### src/rtl/jtcop_sdram_resp_pkg.sv
// Shared definitions for the memory-backed SDRAM responder: FSM encoding and memory timing.
package jtcop_sdram_resp_pkg;

    typedef enum logic [1:0] {
        StIdle,
        StWait,
        StData
    } state_e;

    // Cycles from mem_addr to valid mem_dout on the backing memory
    localparam int unsigned MemLat = 1;

endpackage

### src/rtl/jtcop_sdram_rr.sv
// 4-way round-robin arbiter: search starts at ptr and wraps; next_ptr is the bank after the winner.
module jtcop_sdram_rr (
    input  logic [3:0] req,
    input  logic [1:0] ptr,
    output logic [3:0] gnt,
    output logic [1:0] gnt_idx,
    output logic       gnt_valid,
    output logic [1:0] next_ptr
);

    logic [1:0] cand;

    always_comb begin
        cand      = '0;
        gnt_idx   = ptr;
        gnt_valid = 1'b0;
        for (int i = 0; i < 4; i++) begin
            cand = ptr + 2'(i);
            if (!gnt_valid && req[cand]) begin
                gnt_valid = 1'b1;
                gnt_idx   = cand;
            end
        end
        gnt      = gnt_valid ? (4'b0001 << gnt_idx) : 4'b0000;
        next_ptr = gnt_idx + 2'd1;
    end

endmodule

### src/rtl/jtcop_sdram_resp.sv
// Four-bank SDRAM request responder backed by a synchronous word memory.
// One transaction in flight; strobes are decoded from the registered state and counter.
module jtcop_sdram_resp
    import jtcop_sdram_resp_pkg::*;
#(
    parameter int unsigned AW    = 24,
    parameter int unsigned LAT   = 3,
    parameter int unsigned BURST = 2
) (
    input  logic          clk,
    input  logic          rst_n,
    input  logic [21:0]   ba0_addr,
    input  logic [21:0]   ba1_addr,
    input  logic [21:0]   ba2_addr,
    input  logic [21:0]   ba3_addr,
    input  logic [3:0]    ba_rd,
    input  logic          ba_wr,
    input  logic [15:0]   ba0_din,
    input  logic [1:0]    ba0_din_m,
    output logic [3:0]    ba_ack,
    output logic [3:0]    ba_dst,
    output logic [3:0]    ba_dok,
    output logic [3:0]    ba_rdy,
    output logic [15:0]   data_read,
    input  logic          downloading,
    input  logic [21:0]   prog_addr,
    input  logic [1:0]    prog_ba,
    input  logic [15:0]   prog_data,
    input  logic [1:0]    prog_mask,
    input  logic          prog_we,
    input  logic          prog_rd,
    output logic          prog_ack,
    output logic          prog_rdy,
    output logic [AW-1:0] mem_addr,
    output logic [15:0]   mem_din,
    output logic [1:0]    mem_we,
    input  logic [15:0]   mem_dout
);

    localparam logic [4:0] CntLat     = 5'(LAT);
    localparam logic [4:0] CntWaitEnd = 5'(LAT - 1);
    localparam logic [4:0] CntLast    = 5'(LAT + BURST - 1);
    localparam logic [4:0] CntFetch   = 5'(LAT - 1 - MemLat);
    localparam logic [4:0] CntCapHi   = 5'(LAT + BURST - 2);

    state_e          state_q, state_d;
    logic [4:0]      cnt_q, cnt_d;
    logic [1:0]      bank_q;
    logic [1:0]      ptr_q;
    logic            prog_q;
    logic            wr_q;
    logic [AW-1:0]   mem_addr_q;
    logic [15:0]     mem_din_q;
    logic [1:0]      we_mask_q;
    logic [15:0]     data_q;

    logic [3:0]      rr_req;
    logic [3:0]      rr_gnt;
    logic [1:0]      rr_idx;
    logic            rr_valid;
    logic [1:0]      rr_next;
    logic [21:0]     sel_addr;
    logic            prog_req;
    logic            done;
    logic            grant;
    logic            capture;
    logic [3:0]      bank_oh;

    assign rr_req   = {ba_rd[3:1], ba_rd[0] | ba_wr};
    assign prog_req = prog_we | prog_rd;

    jtcop_sdram_rr u_rr (
        .req       (rr_req),
        .ptr       (ptr_q),
        .gnt       (rr_gnt),
        .gnt_idx   (rr_idx),
        .gnt_valid (rr_valid),
        .next_ptr  (rr_next)
    );

    always_comb begin
        unique case (rr_idx)
            2'd0: sel_addr = ba0_addr;
            2'd1: sel_addr = ba1_addr;
            2'd2: sel_addr = ba2_addr;
            2'd3: sel_addr = ba3_addr;
        endcase
    end

    // The completing cycle also acts as an arbitration slot so back-to-back grants lose no cycle
    assign done  = (state_q == StData && cnt_q == CntLast) ||
                   (state_q == StWait && wr_q && cnt_q == CntLat);
    assign grant = (state_q == StIdle || done) && (downloading ? prog_req : rr_valid);

    always_ff @(posedge clk or negedge rst_n) begin
        if (!rst_n) begin
            state_q <= StIdle;
            cnt_q   <= '0;
        end else begin
            state_q <= state_d;
            cnt_q   <= cnt_d;
        end
    end

    always_comb begin
        state_d = state_q;
        cnt_d   = cnt_q;
        case (state_q)
            StIdle: ;
            StWait: begin
                cnt_d = cnt_q + 5'd1;
                if (!wr_q && cnt_q == CntWaitEnd) begin
                    state_d = StData;
                end else if (done) begin
                    state_d = StIdle;
                end
            end
            StData: begin
                cnt_d = cnt_q + 5'd1;
                if (done) begin
                    state_d = StIdle;
                end
            end
            default: state_d = StIdle;
        endcase
        if (grant) begin
            state_d = StWait;
            cnt_d   = '0;
        end
    end

    // mem_dout is registered into data_read, so word i is fetched MemLat+1 cycles before LAT+i
    assign capture = state_q != StIdle && !wr_q && cnt_q >= CntWaitEnd && cnt_q <= CntCapHi;

    always_ff @(posedge clk or negedge rst_n) begin
        if (!rst_n) begin
            bank_q     <= '0;
            ptr_q      <= '0;
            prog_q     <= 1'b0;
            wr_q       <= 1'b0;
            mem_addr_q <= '0;
            mem_din_q  <= '0;
            we_mask_q  <= '0;
            data_q     <= '0;
        end else begin
            if (grant) begin
                if (downloading) begin
                    prog_q     <= 1'b1;
                    bank_q     <= prog_ba;
                    wr_q       <= prog_we;
                    mem_addr_q <= AW'({prog_ba, prog_addr});
                    mem_din_q  <= prog_data;
                    we_mask_q  <= ~prog_mask;
                end else begin
                    prog_q     <= 1'b0;
                    bank_q     <= rr_idx;
                    ptr_q      <= rr_next;
                    wr_q       <= rr_gnt[0] & ba_wr;
                    mem_addr_q <= AW'({rr_idx, sel_addr});
                    mem_din_q  <= ba0_din;
                    we_mask_q  <= ba0_din_m;
                end
            end else if (BURST == 2 && state_q == StWait && !wr_q && cnt_q == CntFetch) begin
                mem_addr_q[0] <= ~mem_addr_q[0];
            end
            if (capture) begin
                data_q <= mem_dout;
            end
        end
    end

    assign bank_oh   = 4'b0001 << bank_q;
    assign mem_addr  = mem_addr_q;
    assign mem_din   = mem_din_q;
    assign data_read = data_q;

    always_comb begin
        ba_ack   = '0;
        ba_dst   = '0;
        ba_dok   = '0;
        ba_rdy   = '0;
        prog_ack = 1'b0;
        prog_rdy = 1'b0;
        mem_we   = '0;
        if (state_q == StWait && cnt_q == 5'd0) begin
            if (prog_q) begin
                prog_ack = 1'b1;
            end else begin
                ba_ack = bank_oh;
            end
            if (wr_q) begin
                mem_we = we_mask_q;
            end
        end
        if (prog_q) begin
            prog_rdy = done;
        end else begin
            if (state_q == StData) begin
                ba_dok = bank_oh;
            end
            if (state_q == StData && cnt_q == CntLat) begin
                ba_dst = bank_oh;
            end
            if (done) begin
                ba_rdy = bank_oh;
            end
        end
    end

endmodule

### config.mk
export PLATFORM = sky130hd
export DESIGN_NAME = jtcop_sdram_resp
export DESIGN_NICKNAME = d
export VERILOG_FILES = /design/src/rtl/jtcop_sdram_resp_pkg.sv /design/src/rtl/jtcop_sdram_rr.sv /design/src/rtl/jtcop_sdram_resp.sv
export SDC_FILE = /design/constraint.sdc
export NUM_CORES = 1
export LEC_CHECK = 0
export BUFFER_PORTS_ARGS = -buffer_cell sky130_fd_sc_hd__clkbuf_2
export CORE_ASPECT_RATIO = 1.5
export CORE_MARGIN = 2
export CORE_UTILIZATION = 45
export CTS_CLUSTER_SIZE = 8
export DETAILED_ROUTE_END_ITERATION = 12
export GPL_ROUTABILITY_DRIVEN = 0
export PLACE_DENSITY = 0.88
export SYNTH_ARGS = -nofsm -noshare
export SYNTH_HDL_FRONTEND = slang
export SYNTH_SLANG_ARGS = --single-unit
### constraint.sdc
create_clock -name clk -period 2.9 [get_ports clk]
set_clock_uncertainty 0.1 [all_clocks]
set_input_delay 0 -clock clk [delete_from_list [all_inputs] [get_ports clk]]
set_output_delay 0 -clock clk [all_outputs]
set_load 0.02 [all_outputs]
# Yosys cells after proc, flatten, opt, wreduce, memory -nomap -nowiden
# Index checks and enable logic that the tools add are counted.
# classes
n_eq_ne,10
n_reduce_logical,29
shift,2
n_bitwise,6
mux,45
n_lt_le_gt_ge,6
add_sub_neg,5
# op_table
op,n
$pmux W22 S4,1
$mux W4,8
$mux W24,1
$mux W2,10
$mux W1,17
$mux W16,1
$logic_and A1 B1 Y1,15
$lt A2 B3 Y1 const B,4
$eq A5 B2 Y1 const B,2
$mux W5,2
$bmux W1 S2,4
$eq A2 B2 Y1 const B,3
$pmux W2 S3,1
$reduce_bool A2 Y1,3
$add A5 B1 Y5 const B,1
$eq A5 B1 Y1 const B,1
$eq A5 B3 Y1 const B,1
$ge A5 B2 Y1 const B,1
$le A5 B2 Y1 const B,1
$logic_not A5 Y1,1
$add A2 B1 Y2 const B,2
$add A2 B2 Y2 const B,2
$eq A2 B1 Y1 const B,2
$logic_not A1 Y1,4
11 further kinds,15
# word_totals
regBits,71
in_bits,174
out_inout_bits,76
wordCells,114

# Logic depth before layout (Yosys ltp)
# Gate-level depths: netlist of run 1.
# depth
ltp_word,17
mapped_depth,13
mapped_depth_nobuf,10

# By module
# A second synthesis of run 1 with hierarchy kept.
# unflattened
hier_cells,325
hier_area_um2,4295.4
# by_module_without_submodules
module,cells_per_inst,seq_area_each_um2,area_per_inst_um2,n_inst
jtcop_sdram_resp,298,1726.7,4091.4,1
jtcop_sdram_rr,27,0.0,203.9,1

# Least setup slack after synthesis of run 1
# Ideal clock, no wire load.
# synth_path
path_kind,flip-flop to flip-flop
from,reg ptr_q[0]
to,"reg mem_addr_q[3], in the netlist mem_addr[3]"
path_stages_with_launch,12
period_less_slack_ns,2.634
required_ns,2.674
arrival_ns,2.408
setup_slack_ns,0.266
setup_ns,0.126
n_path_buf,3
path_cell_list,dfrtp_1 > clkbuf_1 > a21boi_0 > o31ai_1 > inv_1 > ha_1 > clkbuf_1 > clkbuf_1 > a221o_1 > a31oi_1 > a221oi_1 > a221o_1
# synth_between
elab_chain_cells,15
elab_cells_between_ends,32
cone_classes,add/sub (3); eq/ne (3); mux (18); reduce/logical (8)
# synth_rtl
element,line_no,source
from (decl),jtcop_sdram_resp.sv:49,logic [1:0] ptr_q;
from (signal assigned),jtcop_sdram_resp.sv:157,ptr_q <= rr_next;
"parallel branches: the longest is 15 deep, another holds $add A2 B1 Y2",-,
to (signal assigned),jtcop_sdram_resp.sv:151,"mem_addr_q <= AW'({prog_ba, prog_addr});"
to (signal assigned),jtcop_sdram_resp.sv:159,"mem_addr_q <= AW'({rr_idx, sel_addr});"
to (decl),jtcop_sdram_resp.sv:52,logic [AW-1:0] mem_addr_q;
# Parallel ways; which one is timed is not known. The select of a mux whose other input is x is not followed.
# A chain may end at the register's enable or synchronous reset.

# Worst setup path after layout of run 1
# layout_path
from,reg cnt_q[0]
to,"reg mem_din_q[1], in the netlist mem_din[1]"
# layout_between
elab_chain_cells,5
elab_cells_between_ends,7
cone_classes,eq/ne (2); reduce/logical (5)
# layout_rtl
element,line_no,source
from (decl),jtcop_sdram_resp.sv:47,"logic [4:0] cnt_q, cnt_d;"
from (signal assigned),jtcop_sdram_resp.sv:101,cnt_q <= cnt_d;
$eq A5 B3 Y1 / $eq A5 B2 Y1 (equally long branches),"jtcop_sdram_resp.sv:91, jtcop_sdram_resp.sv:92",
$logic_and A1 B1 Y1 (on tied branches),"jtcop_sdram_resp.sv:91, jtcop_sdram_resp.sv:92",
$logic_or A1 B1 Y1 *,jtcop_sdram_resp.sv:91,assign done = (state_q == StData && cnt_q == CntLast) ||
$logic_or A1 B1 Y1 *,jtcop_sdram_resp.sv:93,assign grant = (state_q == StIdle || done) && (downloading ? prog_req : rr_valid);
$logic_and A1 B1 Y1 *,jtcop_sdram_resp.sv:93,
to (signal assigned),jtcop_sdram_resp.sv:152,mem_din_q <= prog_data;
to (signal assigned),jtcop_sdram_resp.sv:160,mem_din_q <= ba0_din;
to (decl),jtcop_sdram_resp.sv:53,logic [15:0] mem_din_q;
# Every way passes the cells marked *; elsewhere a longest branch is shown, timed or not.

==> results.md, run 1 <==
Floorplanning:
- Measured along the x axis, the die boundary spans between 80 and 90 µm.
- The floorplan step defined a die boundary enclosing 0.0104 mm².
- The floorplan has 43 rows.
- In this run the vertical extent of the chip is 124 µm.
- The initial utilization of the core area, before any placement, comes to between 40% and 50%.
- In this run the count of I/O pins placed on the die edge is between 200 and 300.
- The core box area is 0.00925 mm².

Run status:
- The run finished with clean final reports.

Routing:
- For this run, the detailed router's first-pass iteration total came to 5.
- The antenna violation net count after detailed routing is 0.
- Across all layers, the routed design uses roughly 5,300 vias.
- After detailed routing, the number of remaining DRC violations is 0.
- After detailed routing, the total wire length is between 15,000 and 20,000 µm.
- The detail-routed net length per standard cell is 20.1 µm.
- The via-per-instance ratio is 6.02.
- The number of design-rule violations left by the first detailed-router iteration is 355.

Clocking:
- The clock latency on the worst-skew pair is 330 ps.
- TritonCTS created 9 clock buffers.
- No sink is reached through more buffers than the 2 on the longest clock path.
- The number of sinks handled by clock tree synthesis is 69.
- After clock tree synthesis, the clock-pin slew on the worst setup and hold paths is 60 ps.
- The number of levels in the clock H-tree is 3.
- Clock tree synthesis selected as its root buffer the cell sky130_fd_sc_hd__clkbuf_16.
- The clock tree from TritonCTS is done.

Setup path:
- The kind of critical path is reg -> reg.
- STA puts the critical path data required time at 3000 ps.
- Across all register-to-register paths, the minimum setup slack is 160 ps.
- The element type at the critical path end is a register.
- At the worst endpoint, the arrival time is 2840 ps.
- The worst setup path is launched from a register.
- Of all nets on the critical path, the largest fanout is 39.
- The worst register-to-register path has a depth of 8.
- In this run the critical register-to-register path is captured at mem_din[1].
- The worst register-to-register path begins at cnt_q[0].

Worst hold path:
- The worst hold path begins at ba_wr.
- The endpoint with the worst hold slack is wr_q.
- In this run the worst hold path is classified as in -> reg.
- Counting instances, the worst hold path has a depth of 4.

Power and ir drop:
- The total power density per cell area is 963 mW/mm².
- Across the VDD grid, the largest voltage drop is just under 0.6 mV.
- The switching power of the nets is 0.00292 W.
- The internal power is about 0.0036 W.
- Combinational logic is responsible for 56.3% of the overall power.
- For this design the static power due to leakage is 3.40 nW.
- The power share of the sequential group is between 20 and 30%.
- The power share of the clock group is 15.4%.
- Net switching is 45.1% of the power.

Yosys:
- Counting flops with an async set or reset pin after synthesis yields a share of 100%.
- Of the synthesized area, sequential elements account for 40.2%.
- The number of nets in the synthesized netlist is 627.
- Synthesis inferred 69 register bits.
- The synthesized design contains 0 enable-type register cells.
- In the synthesized netlist the dominant register cell turns out to be sky130_fd_sc_hd__dfrtp_1.
- For this run, the number of Yosys warnings is 0.
- In the synthesized netlist, the number of instances is ~440.
- The number of distinct library cell variants in the gate-level netlist after synthesis is 55.
- The mean cell area of the mapped netlist is 9.69 µm².
- The netlist area before placement is 0.00429 mm².

Timing:
- The worst pin sits at a relative slew slack of 29.3%.
- Setup violations remaining at the end of the flow were counted as 0.
- The final hold violation count came to 0.
- Static timing analysis puts the maximum clock frequency at 0.365 GHz.
- The final hold slack is 35.5 ps.
- Adding up every negative setup slack in the final design gives 0 ps.
- The final worst-path cycle share is 94.5%.
- The pin slew with the least headroom to its limit is 1060 ps.
- The final critical-path required period is 2740 ps.
- The number of max-slew violations in the final report came to 0.
- Setup repair after global routing left no endpoint under its margin.

Layout:
- The number of fillers in the final layout is 650.
- The ratio of cells with drive above 1 in the final layout is between 40% and 50%.
- After the last flow step, the layout net total stands at 945.
- Compared with the post-synthesis result, the final layout area differs by 56.9%.
- In the layout the commonest cells are sky130_fd_sc_hd__clkbuf_2, sky130_fd_sc_hd__dlygate4sd3_1, sky130_fd_sc_hd__dfrtp_1.
- The total non-filler cell area in the finished layout is slightly below 0.007 mm².
- The library cell used most frequently in the layout, excluding fill and tap cells, is sky130_fd_sc_hd__clkbuf_2.

Flow run:
- Across the run, the number of max-cap violations was 0.

Place:
- The HPWL after detailed placement is approximately 11,000 µm.
- The count of input and output buffers is 249.
- The cell area after placement is between 0.005 and 0.006 mm².

Global routing:
- The pin count of the biggest net entering global routing is 70.
- Global routing finished with a remaining overflow of 0.
- The via count of the first global-routing pass is 5,256.
- In the global route stage, overall resource usage came out at 32.8%.
- The number of antenna violations at the first check in global routing came to 1.
- The first global-routing pass estimated roughly 27,000 µm of wire.
-- sequential cells by signal, summed over array words and instances (netlist names) --
| name | count |
|---|---|
| we_mask_q | 2 |
| mem_addr | 22 |
| wr_q | 1 |
| cnt_q | 5 |
| data_read | 16 |
| mem_din | 16 |
| ptr_q | 2 |
| prog_q | 1 |
| bank_q | 2 |
| state_q | 2 |
-- per-stage QoR --
stage	util [%]	power [W]	cells	setup WS, ps
finish	72.7	0.00648	879	160
global route	72.7	0.00682	877	20.5
CTS	72.3	0.00631	875	19.7
detailed placement	60.8	0.00519	781	56.4
global placement	60.8	0.00503	781	124
floorplan	-	0.00407	443	266
-- area by class of cell --
type / instances / area [µm²] / area share [%]
multi-input combinational: 301 / 2280 / 33.9
inverter: 34 / 128 / 1.90
antenna: 3 / 7.51 / 0.112
timing repair buffer: 346 / 2180 / 32.4
sequential: 69 / 1730 / 25.7
clock buffer: 12 / 256 / 3.81
tap: 112 / 140 / 2.08
clock inverter: 2 / 10.0 / 0.149
-- worst max-delay path, cell delays in order (launching register included) --
cell and delay (ps):
sky130_fd_sc_hd__dfrtp_1 450, sky130_fd_sc_hd__inv_1 100, sky130_fd_sc_hd__ha_1 260, sky130_fd_sc_hd__and4bb_2 270, sky130_fd_sc_hd__a221oi_4 420, sky130_fd_sc_hd__or2_4 410
sky130_fd_sc_hd__buf_6 300, sky130_fd_sc_hd__nand2_1 130, sky130_fd_sc_hd__o21ai_0 160
-- power groups by stage --
| stage | clock, W | combinational (W) | sequential [W] |
|---|---|---|---|
| finish | 0.000999 | 0.00365 | 0.00183 |
| global route | 0.00104 | 0.00391 | 0.00187 |
| global placement | 0 | 0.00326 | 0.00177 |
| CTS | 0.00101 | 0.00350 | 0.00180 |
| detailed placement | 0 | 0.00338 | 0.00180 |
| floorplan | 0 | 0.00190 | 0.00217 |
-- cells in the mapped netlist, drive strengths merged (5+ instances only) --
cell | count | area (µm²)
a221o | 42 | 420
a221oi | 23 | 219
a31oi | 23 | 144
buf | 10 | 77.6
clkbuf | 29 | 109
dfrtp | 69 | 1730
ha | 10 | 125
inv | 34 | 128
mux2 | 17 | 191
mux2i | 20 | 200
nand2 | 30 | 113
nand3 | 24 | 120
nand4 | 5 | 31.3
nor2 | 20 | 75.1
o21ai | 27 | 135
-- kinds of logic after synthesis --
logic type | share of synthesized area [%]
compound gates | 25.5
mux | 9.13
xor+xnor | 0.816
fa+ha+maj | 2.92
simple gates | 14.1
flops | 40.2
buf+inv | 7.32
-- worst max-delay path by stage --
stage	to	from	slack, ps	cells past startpoint
finish	mem_din[1]	cnt_q[0]	160	8
floorplan	mem_addr[3]	ptr_q[0]	270	11
CTS	mem_addr[10]	ptr_q[1]	20	10
detailed placement	mem_addr[14]	ptr_q[1]	60	10
global route	mem_addr[0]	state_q[1]	20	7
global placement	mem_addr[0]	ptr_q[1]	120	11
-- per-layer routing --
layer | vias to the layer above | wire length (µm) | GRT usage [%]
met3 | 74 | 1370 | 5.96
met5 | - | 0 | 0
li1 | 2333 | - | -
met2 | 354 | 9520 | 60.5
met4 | 0 | 768 | 16.3
met1 | 2532 | 6020 | 36.3
-- what timing repair did --
action	in CTS	in global routing
endpoints found under the hold margin	128	0
setup endpoints to repair	0	42
setup buffers	0	1
gates resized for setup	0	6
hold buffers	80	0
(Power assumes the default switching activity.)
==> run 2: changes to the inputs <==
- CTS_BUF_LIST: default -> sky130_fd_sc_hd__clkbuf_4
==> results.md, run 2 (synthesis gave the netlist of run 1 again) <==
Layout:
- The number of nets in the layout is 976 (was 945).
- The total non-filler cell area in the finished layout is 0.00686 mm² (was 0.00673 mm²).
- The most common cell after layout, fill and taps aside is sky130_fd_sc_hd__clkbuf_2 (unchanged).
- The number of fillers in the final layout is 637 (was 650).
- The synthesis-to-finish area growth is 59.9% (was 56.9%).
- The number of flip-flops under the largest register name is 22 (unchanged).
- The ratio of cells with drive above 1 in the final layout came to 39.1% (was 40.8%).
- Most frequent cells in the layout: sky130_fd_sc_hd__clkbuf_2, sky130_fd_sc_hd__dlygate4sd3_1, sky130_fd_sc_hd__dfrtp_1 (unchanged).

Timing:
- The final worst-path cycle share was 94.7% (was 94.5%).
- The number of max-slew violations in the final report is 0 (unchanged).
- RSZ-0062 raised after global routing: no (unchanged).
- The final hold violation count was 0 (unchanged).
- The accumulated negative setup slack came to 0 ps (unchanged).
- The final critical-path required period is 2750 ps (was 2740 ps).
- The worst max-slew margin expressed relative to the limit was 29.2% (was 29.3%).
- The pin slew with the least headroom to its limit is 1060 ps (about the same).
- The peak clock frequency supported by timing is 0.364 GHz (was 0.365 GHz).
- The setup violation total in the final timing report is 0 (unchanged).

Routing:
- The iteration count of the initial detailed-routing pass is 5 (unchanged).
- The via-per-instance ratio is 5.97 (was 6.02).
- The via total after detailed routing is 5,430 (was 5,293).
- The count of unresolved DRC violations after routing is 0 (unchanged).
- The final routed wirelength across all metal layers is 18,100 µm (was 17,700 µm).
- The detail-routed net length per standard cell was 19.9 µm (was 20.1 µm).
- The number of design-rule violations left by the first detailed-router iteration came to 404 (was 355).
- The antenna violation net count after detailed routing is 0 (unchanged).

Setup path:
- The kind of start point of the critical path was a register (unchanged).
- The data required time at the worst endpoint is 3070 ps (was 3000 ps).
- The slowest cell on the critical path was sky130_fd_sc_hd__dfrtp_1 (unchanged).
- The element type at the critical path end was a register (unchanged).
- The largest stage delay on the critical path is 470 ps (was 450 ps).
- The highest net fanout along the worst path is 39 (unchanged).
- Worst path cell trace: inv_1 > ha_1 > and4bb_2 > a221oi_4 > or2_4 > buf_4 > o21ai_0 (was inv_1 > ha_1 > and4bb_2 > a221oi_4 > or2_4 > buf_6 > nand2_1 > o21ai_0).
- The total buffers and inverters traversed by the critical path is 2 (unchanged).
- The critical path arrival is 2910 ps (was 2840 ps).
- The kind of critical path is reg -> reg (unchanged).
- The kind of cell adding the most delay to the critical path is simple AND/OR/NAND/NOR gates (unchanged).

Power and ir drop:
- The leakage dissipation came to 3.45 nW (was 3.40 nW).
- The peak supply drop is 0.593 mV (was 0.591 mV).
- The total power density per cell area was 872 mW/mm² (was 963 mW/mm²).

Floorplanning:
- The vertical extent of the die came to 124 µm (unchanged).
- The standard-cell row count is 43 (unchanged).
- The core box area is 0.00925 mm² (unchanged).
- The total die area is 0.0104 mm² (unchanged).
- The die span in x is 83.7 µm (unchanged).
- The initial core utilization is 46.4% (unchanged).
- The number of top-level design ports is 250 (unchanged).

Worst hold path:
- The class of the tightest hold or removal check was in -> reg (unchanged).

Global routing:
- The pin count of the biggest net entering global routing is 70 (unchanged).
- The via count of the first global-routing pass came to 5,565 (was 5,256).
- The number of antenna violations at the first check in global routing came to 2 (was 1).
- The global route total overflow came to 0 (unchanged).
- The global-route usage over all layers came to 33.5% (was 32.8%).
- The wire length of the first global-routing pass came to 27,400 µm (was 26,800 µm).

Clocking:
- The maximum count of clock buffers along a single path came to 2 (unchanged).
- The clock tree from TritonCTS is done (unchanged).
- The clock transition time at the flip-flop clock pins of the worst setup and hold paths is 100 ps (was 60 ps).
- The number of levels in the clock H-tree is 3 (unchanged).
- The number of clock buffers inserted by TritonCTS is 9 (unchanged).
- The clock latency on the worst-skew pair is 410 ps (was 330 ps).
- The root buffer cell is sky130_fd_sc_hd__clkbuf_4 (was sky130_fd_sc_hd__clkbuf_16).
- The number of sinks handled by clock tree synthesis was 69 (unchanged).

Run status:
- Run status: completed (unchanged).

Place:
- The count of input and output buffers came to 249 (unchanged).
- The half-perimeter wire length of the detailed placement result came to 11,300 µm (unchanged).
- The cell area after placement is 0.00562 mm² (unchanged).

Flow run:
- The number of max-cap violations is 0 (unchanged).
run 2: changes by cell type in the layout (fill, tap and decap cells not counted), sizes merged:
cell         change
clkinv           +2
dlygate4sd3     +31
clkbuf           -2
run 2: final cells by class:
type	instances	area [µm²]	share of cell area [%]
inverters	34	128	1.86
well taps	112	140	2.04
diodes	3	7.51	0.109
clock buffers	10	75.1	1.09
repair buffers	377	2490	36.2
multi-input cells	301	2280	33.2
flip-flops and latches	69	1730	25.2
clock inverters	4	17.5	0.255
run 2: power breakdown:
group	internal [W]	total (W)	switching [W]
clock network	0.000169	0.000497	0.000328
logic	0.00154	0.00366	0.00213
registers	0.00143	0.00182	0.000399
run 2: per-stage QoR:
stage	hold slack, ps	std cells	total power, W	utilization [%]	setup slack [ps]
after floorplan	-396	443	0.00407	-	266
after global placement	57.6	781	0.00503	60.8	124
after detailed placement	73.7	781	0.00519	60.8	56.4
after CTS	0.845	906	0.00581	73.8	37.8
after global routing	15.5	909	0.00634	74.1	17.0
final	27.8	910	0.00599	74.2	154
run 2: repair_timing:
action,CTS,global route
endpoints found under the hold margin,129,0
setup buffers,0,1
hold buffers,111,0
gates resized for setup,0,5
setup endpoints to repair,0,42
run 2: final timing paths:
| kind | depth (start not counted) | from | slack, ps | end |
|---|---|---|---|---|
| setup / recovery | 7 | cnt_q[0] | 150 | mem_din[14] |
| hold / removal | 4 | ba3_addr[6] | 30 | mem_addr[6] |
| setup reg to reg | 7 | cnt_q[0] | 150 | mem_din[14] |
| hold reg to reg | 2 | we_mask_q[1] | 400 | we_mask_q[1] |
| max in group asynchronous | 2 | rst_n | 1980 | ptr_q[1] |
| min in group asynchronous | 2 | rst_n | 130 | mem_din[2] |
run 2: worst reg2reg max path, delay by kind of cell (launching register included):
family,cells,cell delay (ps)
simple gates,2,670
compound gates,2,640
buf+inv,2,480
fa+ha+maj,1,250
flops,1,470
run 2: routing by layer:
layer,routed length (µm),track usage (%)
met5,0,0
met4,850,17.9
met2,9570,61.2
met1,6140,35.8
met3,1530,7.75
